--- config.mk ---
export PLATFORM = sky130hd
export DESIGN_NAME = wb_spi_top_level
export DESIGN_NICKNAME = d
export VERILOG_FILES = /design/src/rtl/wb_spi_top_level.sv
export SDC_FILE = /design/constraint.sdc
export NUM_CORES = 1
export LEC_CHECK = 0
export BUFFER_PORTS_ARGS = -buffer_cell sky130_fd_sc_hd__buf_2
export CAP_MARGIN = 20
export CELL_PAD_IN_SITES_DETAIL_PLACEMENT = 1
export CELL_PAD_IN_SITES_GLOBAL_PLACEMENT = 1
export CORE_AREA = 3 3 88 90
export CTS_BUF_LIST = sky130_fd_sc_hd__clkbuf_8 sky130_fd_sc_hd__clkbuf_16
export CTS_CLUSTER_DIAMETER = 80
export CTS_CLUSTER_SIZE = 8
export DETAILED_ROUTE_END_ITERATION = 8
export DIE_AREA = 0 0 91 93
export GPL_TIMING_DRIVEN = 0
export HOLD_SLACK_MARGIN = 0.03
export PLACE_DENSITY_LB_ADDON = 0.05
export SYNTH_ARGS = -nofsm -noshare
export SYNTH_HDL_FRONTEND = slang
export SYNTH_SLANG_ARGS = --single-unit
export TNS_END_PERCENT = 10
--- constraint.sdc ---
create_clock -name clk -period 3.4 [get_ports clk]
set_input_delay 0.34 -clock clk [delete_from_list [all_inputs] [get_ports clk]]
set_output_delay 0.34 -clock clk [all_outputs]
set_load 0.01 [all_outputs]
--- src/rtl/wb_spi_top_level.sv ---
// wb_spi_top_level
//   Wishbone slave SPI master for a serial EEPROM (25LC020A class).
//   SPI mode 0 (SCK idles low, sample on rising edge, shift on falling edge),
//   MSB first, 8-bit frames. The slave select is driven from software only.
//
//   Register map (full 32-bit address compare, every access is acked):
//     ADDR_DATA  W: TX byte, starts a frame when enabled and idle
//                R: the readback below
//     ADDR_CTRL  W: [7:0] DIV, [8] IFC, [10] IE, [11] SSE, [12] EN
//   Readback on wb_din, independent of the address:
//     [13] BUSY, [12] EN, [11] SSE, [10] IE, [9] IF, [7:0] RX, all other bits 0
//
// Ports
//   clk       system clock, rising edge
//   rst       asynchronous reset, active low
//   wb_addr   Wishbone address
//   wb_we     write enable
//   wb_stb    strobe
//   wb_cyc    bus cycle
//   wb_dout   write data from the bus master
//   wb_din    read data to the bus master (continuous)
//   wb_ack    registered single-cycle acknowledge
//   spi_mosi  serial data out
//   spi_sck   serial clock, idle low
//   spi_ss    slave select, active low
//   spi_miso  serial data in
//   irq       interrupt, IF & IE & EN
module wb_spi_top_level #(
  parameter logic [31:0] ADDR_DATA = 32'h10,
  parameter logic [31:0] ADDR_CTRL = 32'h20
) (
  input  logic        clk,
  input  logic        rst,
  input  logic [31:0] wb_addr,
  input  logic        wb_we,
  input  logic        wb_stb,
  input  logic        wb_cyc,
  input  logic [31:0] wb_dout,
  output logic [31:0] wb_din,
  output logic        wb_ack,
  output logic        spi_mosi,
  output logic        spi_sck,
  output logic        spi_ss,
  input  logic        spi_miso,
  output logic        irq
);

  typedef enum logic [1:0] {
    StIdle,
    StShift,
    StDone
  } state_e;

  state_e     state_q, state_d;

  // CTRL fields
  logic [7:0] div_q, div_d;
  logic       ie_q, ie_d;
  logic       sse_q, sse_d;
  logic       en_q, en_d;

  // Status and data
  logic       if_q, if_d;
  logic [7:0] rx_q, rx_d;

  // Shift engine
  logic [7:0] sr_q, sr_d;        // TX bits leave at the top, RX bits enter at the bottom
  logic [7:0] cur_div_q, cur_div_d;
  logic [7:0] cnt_q, cnt_d;      // clk cycles within the current half-period
  logic [3:0] half_q, half_d;    // half-period index 0..15
  logic       sck_q, sck_d;
  logic       mosi_q, mosi_d;

  logic       ack_q, ack_d;

  logic       wr_commit;
  logic       ctrl_wr;
  logic       data_wr;
  logic       half_end;
  logic       busy;
  logic       unused_wb_dout;

  // A write commits only on the edge where ack rises, so a held strobe
  // cannot write twice within one acked access.
  assign wr_commit = wb_stb & wb_cyc & wb_we & ~ack_q;
  assign ctrl_wr   = wr_commit & (wb_addr == ADDR_CTRL);
  assign data_wr   = wr_commit & (wb_addr == ADDR_DATA);
  assign half_end  = (cnt_q == cur_div_q);
  assign busy      = (state_q != StIdle);

  // Write-data bits that have no CTRL field
  assign unused_wb_dout = ^{wb_dout[31:13], wb_dout[9]};

  always_comb begin
    state_d   = state_q;
    div_d     = div_q;
    ie_d      = ie_q;
    sse_d     = sse_q;
    en_d      = en_q;
    if_d      = if_q;
    rx_d      = rx_q;
    sr_d      = sr_q;
    cur_div_d = cur_div_q;
    cnt_d     = cnt_q;
    half_d    = half_q;
    sck_d     = sck_q;
    mosi_d    = mosi_q;
    ack_d     = wb_stb & wb_cyc & ~ack_q;

    if (ctrl_wr) begin
      div_d = wb_dout[7:0];
      ie_d  = wb_dout[10];
      sse_d = wb_dout[11];
      en_d  = wb_dout[12];
      if (wb_dout[8]) begin
        if_d = 1'b0;
      end
    end

    unique case (state_q)
      StIdle: begin
        if (data_wr && en_q) begin
          state_d   = StShift;
          sr_d      = wb_dout[7:0];
          mosi_d    = wb_dout[7];
          cur_div_d = div_q;
          cnt_d     = 8'd0;
          half_d    = 4'd0;
          sck_d     = 1'b0;
          if_d      = 1'b0;
        end
      end

      StShift: begin
        if (!en_q) begin
          // Abort: IF and RX are left as they were
          state_d = StIdle;
          sck_d   = 1'b0;
        end else if (half_end) begin
          cnt_d  = 8'd0;
          half_d = half_q + 4'd1;
          sck_d  = ~sck_q;
          if (!sck_q) begin
            // Rising SCK edge: sample MISO
            sr_d = {sr_q[6:0], spi_miso};
          end else if (half_q != 4'd15) begin
            // Falling SCK edge: present the next bit; after the last one MOSI holds
            mosi_d = sr_q[7];
          end
          if (half_q == 4'd15) begin
            state_d = StDone;
          end
        end else begin
          cnt_d = cnt_q + 8'd1;
        end
      end

      StDone: begin
        // Frame end sets IF even if an IFC write lands on the same edge
        rx_d    = sr_q;
        if_d    = 1'b1;
        state_d = StIdle;
      end

      default: begin
        state_d = StIdle;
        sck_d   = 1'b0;
      end
    endcase
  end

  always_ff @(posedge clk or negedge rst) begin
    if (!rst) begin
      state_q   <= StIdle;
      div_q     <= 8'd0;
      ie_q      <= 1'b0;
      sse_q     <= 1'b0;
      en_q      <= 1'b0;
      if_q      <= 1'b0;
      rx_q      <= 8'd0;
      sr_q      <= 8'd0;
      cur_div_q <= 8'd0;
      cnt_q     <= 8'd0;
      half_q    <= 4'd0;
      sck_q     <= 1'b0;
      mosi_q    <= 1'b0;
      ack_q     <= 1'b0;
    end else begin
      state_q   <= state_d;
      div_q     <= div_d;
      ie_q      <= ie_d;
      sse_q     <= sse_d;
      en_q      <= en_d;
      if_q      <= if_d;
      rx_q      <= rx_d;
      sr_q      <= sr_d;
      cur_div_q <= cur_div_d;
      cnt_q     <= cnt_d;
      half_q    <= half_d;
      sck_q     <= sck_d;
      mosi_q    <= mosi_d;
      ack_q     <= ack_d;
    end
  end

  assign wb_ack   = ack_q;
  assign spi_sck  = sck_q;
  assign spi_mosi = mosi_q;
  assign spi_ss   = ~(sse_q & en_q);
  assign irq      = if_q & ie_q & en_q;
  assign wb_din   = {16'h0000, 2'b00, busy, en_q, sse_q, ie_q, if_q, 1'b0, rx_q};

endmodule

==> results of run 1 <==
registers in the layout (all words and copies together), names as in the netlist:
name and flops:
sr_q 8, div_q 8, wb_ack 1, rx_q 8, spi_sck 1, cnt_q 8
state_q 2, sse_q 1, ie_q 1, half_q 4, spi_mosi 1, en_q 1
cur_div_q 8, if_q 1
layer usage:
metal,global-route usage,vias to the layer above
met3,0.0314,8
met2,0.273,56
li1,-,1032
met4,0.0415,0
met1,0.202,1025
met5,0,-
placed cells by master (no fill, tap or decap), types with 4 or more instances in the layout:
cell type and count:
nand2_1 24, mux2_4 10, conb_1 19, clkbuf_8 6, xor2_1 4, nand3_1 8, buf_2 68, mux2_2 18
dfrtp_1 53, xnor2_1 8, nor2_1 15, nor4_1 4, clkbuf_1 4, nor3_1 6, mux2i_1 8, nand4_1 4
buf_4 25, o21ai_0 14
power by group:
group | leakage [nW] | internal, W | switching [W]
Clock | 0.0512 | 0.000166 | 0.000213
Sequential | 0.698 | 0.000630 | 0.000000256
Combinational | 0.998 | 0.0000424 | 0.0000401
worst max-delay path, cell delays in order, from the launching register on:
cell and delay [ns]:
dfrtp_1 0.41, or2_2 0.31, or2_1 0.26, nor4_1 0.47, o22ai_1 0.37, buf_2 0.29, nand2_1 0.08, o21ai_0 0.07
stage by stage:
step | instance area, µm² | total power (W)
after global placement | 3320 | 0.000721
final | 3440 | 0.00109
after CTS | 3440 | 0.00111
after detailed placement | 3340 | 0.000726
after global routing | 3440 | 0.00115
after floorplan | 2860 | 0.000677
final timing paths:
path                                              to  cells after the start              startpoint
worst max register to register   sr_q[3]$_DFFE_PN0P_                      7  state_q[0]$_DFFE_PN0P_
worst max-delay path             sr_q[3]$_DFFE_PN0P_                      7  state_q[0]$_DFFE_PN0P_
worst min-delay path               sse_q$_DFFE_PN0N_                      2             wb_dout[11]
worst min register to register  spi_mosi$_DFFE_PN0P_                      1    spi_mosi$_DFFE_PN0P_
max in group asynchronous       cnt_q[4]$_DFFE_PN0P_                      3                     rst
min in group asynchronous          sse_q$_DFFE_PN0N_                      2                     rst
logic make-up after synthesis:
group                      count (synthesis)  share of synthesized area
AOI/OAI and AO/OA                         31                     0.0686
xor gates and xnor gates                  12                     0.0377
adders and majority gates                  2                    0.00897
buffers and inverters                     32                     0.0830
DFF                                       53                      0.476
muxes                                     36                      0.155
other                                      1                    0.00134
and+or+nand+nor                           83                      0.170
layout make-up:
type,count,area [µm²],area share
clock inverters,2,13.8,0.00400
inverters,1,3.75,0.00109
repair buffers,69,365,0.106
clock buffers,6,82.6,0.0240
flip-flops and latches,53,1330,0.385
well taps,99,124,0.0360
plain buffers,31,228,0.0662
multi-input cells,183,1300,0.377
timing repair:
action	in CTS	in global routing
buffers inserted	0	0
hold endpoints to repair	18	0
hold buffers	1	0
==> impl_metrics.csv, run 1 <==
group,metric,value,unit
logic_synthesis,yosysWarnings,0,
grt,grt_overflow,0,
detailed_routing,met1_length,2.80,mm
setup_path,arrival,2.58,ns
detailed_routing,top_layer,"met4",
detailed_routing,vias,2121,
clocking,cts_buffer_depth,2,
floorplan,initial_utilization,0.391,
clocking,clkSinkCount,53,
logic_synthesis,yosys.area.top_type_share,0.476,
detailed_routing,postRouteAntennaNets,0,
detailed_routing,routed_wl,6.31,mm
setup_path,rrSetupSlack,0.99,ns
sta,fin_skew,0.00880,ns
detailed_routing,routed-wl-met3,249,µm
clocking,cts_max_level,2,
grt,grt_pass1_wl,10.7,mm
logic_synthesis,synthCells,250,
sta,max_freq,416,MHz
clocking,clk_pin_slew,0.10,ns
placement,place_congestion,0.755,
detailed_routing,drtIter0Drc,41,
sta,maxSlewViolCount,0,
final_layout,drive_gt1_frac,0.412,
floorplan,coreArea,7140,µm²
final_layout,antenna_cells,0,
sta,whs,0.255,ns
floorplan,fp.dieH,93,µm
sta,fin_ws,0.994,ns
final_layout,instances_no_fill,444,
logic_synthesis,ys_async_sr_fraction,1.00,
floorplan,die-width,91,µm
logic_synthesis,synth_edf_count,0,
logic_synthesis,synth-seq-cells,53,
logic_synthesis,yosysSeqAreaShare,0.476,
placement,dp.cells,435,
clocking,cts_resized,0,
floorplan,pin_count,107,
setup_path,start_kind,"register",
detailed_routing,drc,0,
placement,port_buffers,67,
setup_path,endpoint_kind,"register",
logic_synthesis,synthTopCellsByCount,"53 x dfrtp_1, 25 x buf_4, 24 x nand2_1",
final_layout,nFillCells,841,
setup_path,path_class,"register to register",
sta,slew_headroom,0.541,
floorplan,rows,31,
grt,grt_max_degree,36,
logic_synthesis,synth_area,2790,µm²
logic_synthesis,ys_top_cells_by_area,"dfrtp_1 48%, mux2_2 7.3%, buf_4 6.7%, mux2_4 5.4%, nand2_1 3.2%",
power_and_ir_drop,power_density,317,nW/µm²
clocking,cts_root_buf,"clkbuf_8",
logic_synthesis,synth.most_common_cell,"dfrtp_1",
detailed_routing,met2_length,3.19,mm
detailed_routing,vias_per_cell,4.78,
sta,setup_viol,0,
power_and_ir_drop,power_leakage,1.75,nW
logic_synthesis,synth_ff_type,"dfrtp_1",
floorplan,die_area,8460,µm²
logic_synthesis,yosysTopAreaCell,"dfrtp_1",
clocking,clk_latency,0.31,ns
detailed_routing,wl_per_cell,14.2,µm
placement,pre_cts_ws,0.827,ns
clocking,cts_buffers,5,
clocking,cts_tree,"done",
sta,hold_viol_final,0,
sta,rsz0062_at_grt,"false",
grt,antenna_found_initial,0,
final_layout,fin_nets,416,
logic_synthesis,syn_area_per_cell,11.2,µm²
detailed_routing,firstDrtPassIters,4,
run_status,status,"finished, final reports clean",
sta,timing.final.crit_share,0.708,
final_layout,final_util,0.482,
final_layout,syn_to_final_growth,23.4,%
job,cap_violations,0,
worst_hold_path,hp-class,"input pin to register",
placement,hpwl,4.86,mm
grt,groute.usage.overall,0.158,
setup_path,cp_max_fo,10,
sta,min_period,2.41,ns
sta,tns,0,ns
grt,grt_pass1_vias,2151,
power_and_ir_drop,ir_worst_vdd,0.167,mV
logic_synthesis,synth_cell_types,47,
sta,worst_pin_slew,0.689,ns
setup_path,crit_required,3.57,ns
(Power assumes the default switching activity.)
==> run 2: changes to the inputs <==
--- a/config.mk
+++ b/config.mk
@@ -5,16 +5,17 @@
 export SDC_FILE = /design/constraint.sdc
 export NUM_CORES = 1
 export LEC_CHECK = 0
+export ABC_AREA = 1
 export BUFFER_PORTS_ARGS = -buffer_cell sky130_fd_sc_hd__buf_2
 export CAP_MARGIN = 20
 export CELL_PAD_IN_SITES_DETAIL_PLACEMENT = 1
 export CELL_PAD_IN_SITES_GLOBAL_PLACEMENT = 1
-export CORE_AREA = 3 3 88 90
+export CORE_AREA = 3 3 101 103
 export CTS_BUF_LIST = sky130_fd_sc_hd__clkbuf_8 sky130_fd_sc_hd__clkbuf_16
 export CTS_CLUSTER_DIAMETER = 80
 export CTS_CLUSTER_SIZE = 8
 export DETAILED_ROUTE_END_ITERATION = 8
-export DIE_AREA = 0 0 91 93
+export DIE_AREA = 0 0 104 106
 export GPL_TIMING_DRIVEN = 0
 export HOLD_SLACK_MARGIN = 0.03
 export PLACE_DENSITY_LB_ADDON = 0.05
==> constraint.sdc (replaced) <==
create_clock -name clk -period 2.15 [get_ports clk]
set_input_delay 0.215 -clock clk [delete_from_list [all_inputs] [get_ports clk]]
set_output_delay 0.215 -clock clk [all_outputs]
set_load 0.01 [all_outputs]
==> impl_metrics.csv, run 2 <==
group,metric,value,unit
placement,place_congestion,0.722,
logic_synthesis,synthCells,364,
final_layout,layout_common_cells,"92 x nand2_1, 69 x buf_2, 53 x dfrtp_1, 38 x inv_1, 36 x o21ai_0",
clocking,cts_buffer_depth,2,
floorplan,fp.dieH,106,µm
final_layout,antenna_cells,0,
setup_path,timing.rr.start,"state_q[1]$_DFFE_PN0P_",
placement,placed_cell_area,3540,µm²
logic_synthesis,synth-seq-cells,53,
sta,maxSlewViolCount,0,
floorplan,pin_count,107,
final_layout,multi_input_area,1310,µm²
final_layout,fin_nets,530,
grt,grt_pass1_wl,13.0,mm
final_layout,finalInstanceArea,3660,µm²
final_layout,layout_commonest_cell,"nand2_1",
worst_hold_path,hp-class,"input pin to register",
setup_path,critPathLaunch,"state_q[1]$_DFFE_PN0P_",
clocking,cts_buffers,5,
logic_synthesis,synthTopCellsByCount,"92 x nand2_1, 53 x dfrtp_1, 37 x inv_1",
detailed_routing,firstDrtPassIters,4,
sta,timing.final.crit_share,0.835,
logic_synthesis,yosysTopAreaCell,"dfrtp_1",
sta,worst_pin_slew,0.696,ns
grt,grt_pass1_vias,2682,
clocking,cts_root_buf,"clkbuf_8",
setup_path,arrival,2.03,ns
detailed_routing,vias_per_cell,4.25,
job,cap_violations,0,
setup_path,cpMaxStageDelayCell,"dfrtp_1",
logic_synthesis,synth_edf_count,0,
worst_hold_path,hp-start,"wb_cyc",
clocking,clkSinkCount,53,
sta,max_freq,557,MHz
clocking,cts_tree,"done",
detailed_routing,postRouteAntennaNets,0,
sta,fin_skew,0.0123,ns
sta,setup_viol,0,
setup_path,critPathMaxStageDelay,0.46,ns
setup_path,cp_max_fo,10,
sta,tns,0,ns
clocking,postCtsSetupBuffers,0,
power_and_ir_drop,power_density,499,nW/µm²
logic_synthesis,ys_top_cells_by_area,"dfrtp_1 45%, nand2_1 12%, buf_4 6.3%, o21ai_0 6.1%, inv_1 4.7%",
clocking,clk_latency,0.31,ns
detailed_routing,vias,2500,
logic_synthesis,ys_async_sr_fraction,1.00,
floorplan,die_area,11000,µm²
final_layout,syn_to_final_growth,23.9,%
detailed_routing,drc,0,
setup_path,crit_required,2.38,ns
logic_synthesis,synth_cell_types,31,
sta,min_period,1.79,ns
setup_path,start_kind,"register",
floorplan,die-width,104,µm
logic_synthesis,yosysWarnings,0,
clocking,cts_resized,0,
floorplan,initial_utilization,0.319,
logic_synthesis,synth_area,2960,µm²
sta,rsz0062_at_grt,"false",
setup_path,path_class,"register to register",
sta,hold_viol_final,0,
placement,hpwl,6.06,mm
grt,groute.usage.overall,0.145,
grt,antenna_found_initial,0,
final_layout,drive_gt1_frac,0.312,
clocking,cts_max_level,2,
setup_path,crit_chain,"nor2_4 -> inv_2 -> nor2_2 -> inv_2 -> nand2_2 -> buf_4 -> nand3_1 -> o21ai_1",
logic_synthesis,yosys.area.top_type_share,0.448,
logic_synthesis,syn_area_per_cell,8.13,µm²
grt,grt_overflow,0,
floorplan,rows,35,
floorplan,coreArea,9280,µm²
setup_path,timing.critical_path.mode_cell,"inv_2",
clocking,clk_pin_slew,0.10,ns
logic_synthesis,yosysSeqAreaShare,0.448,
setup_path,crit_family,"simple AND/OR/NAND/NOR gates",
power_and_ir_drop,ir_worst_vdd,0.237,mV
detailed_routing,wl_per_cell,13.1,µm
final_layout,nFillCells,1199,
placement,port_buffers,67,
logic_synthesis,synth.most_common_cell,"nand2_1",
detailed_routing,routed_wl,7.73,mm
power_and_ir_drop,power_leakage,1.87,nW
sta,slew_headroom,0.536,
detailed_routing,drtIter0Drc,55,
setup_path,path_buf_inv,3,
setup_path,endpoint_kind,"register",
run_status,status,"finished, final reports clean",
grt,grt_max_degree,36,
final_layout,seq_area,1330,µm²
logic_synthesis,synth_ff_type,"dfrtp_1",
## run 2: cell count changes after synthesis, sizes merged, moves of 7 or more
cell   delta
mux2i     -8
mux2     -22
o21ai    +35
nor4      -7
nand3     +9
nand2    +73
inv      +42
nor2     +17
## run 2: final timing paths
path                       cells after the start  slack [ns]                       end
max                                            8        0.36      cnt_q[4]$_DFFE_PN0P_
min                                            3        0.13          wb_ack$_DFF_PN0_
max reg2reg                                    8        0.36      cnt_q[4]$_DFFE_PN0P_
min reg2reg                                    1        0.45          wb_ack$_DFF_PN0_
max in group asynchronous                      3        1.19  cur_div_q[7]$_DFFE_PN0P_
min in group asynchronous                      2        0.39      cnt_q[1]$_DFFE_PN0P_
## run 2: routing by layer
metal | global-route usage | part of all wire | vias to the layer above
met5 | 0 | 0 | -
met4 | 0.0285 | 0.0065 | 0
met3 | 0.0231 | 0.023 | 5
met2 | 0.261 | 0.50 | 30
met1 | 0.184 | 0.47 | 1176
li1 | - | - | 1289
## run 2: power breakdown
group	internal [W]	total [W]	leakage, nW	switching [W]
clock	0.000346	0.000696	0.0595	0.000350
combinational	0.0000670	0.000135	1.09	0.0000680
sequential	0.000997	0.000998	0.719	0.000000671
total	0.00141	0.00183	1.87	0.000418
## run 2: through the flow
stage	setup WS [ns]	power, W	hold slack [ns]	util	cells
floorplan	0.713	0.00108	-0.0806	-	382
global placement	0.372	0.00115	0.433	0.379	578
detailed placement	0.396	0.00115	0.212	0.382	579
CTS	0.344	0.00186	0.122	0.395	588
global route	0.162	0.00193	0.124	0.395	588
finish	0.356	0.00183	0.131	0.395	588
## run 2: tightest hold or removal path, delay by kind of cell
family                 cells  cell delay, ns
buffers and inverters      1            0.10
and+or+nand+nor            2            0.10
## run 2: cell type report
type / count / share of cell area
Inverter: 43 / 0.0441
Sequential cell: 53 / 0.362
Tap cell: 129 / 0.0441
Multi-Input combinational cell: 254 / 0.359
Clock buffer: 5 / 0.0188
Timing Repair Buffer: 69 / 0.0997
Clock inverter: 3 / 0.0116
Buffer: 32 / 0.0611
## run 2: timing repair
item,CTS,global route
endpoints found under the hold margin,18,0
hold buffers,1,0
setup endpoints to repair,0,0
## run 2: kinds of logic (layout without fill, tap and decap cells)
family / count (synthesis) / in the layout / synth area share
other cells: 1 / 19 / 0.00127
compound gates: 58 / 58 / 0.108
mux: 6 / 6 / 0.0228
fa+ha+maj: 2 / 2 / 0.00846
simple gates: 159 / 159 / 0.251
flops: 53 / 53 / 0.448
buf+inv: 75 / 152 / 0.130
xor+xnor: 10 / 10 / 0.0296
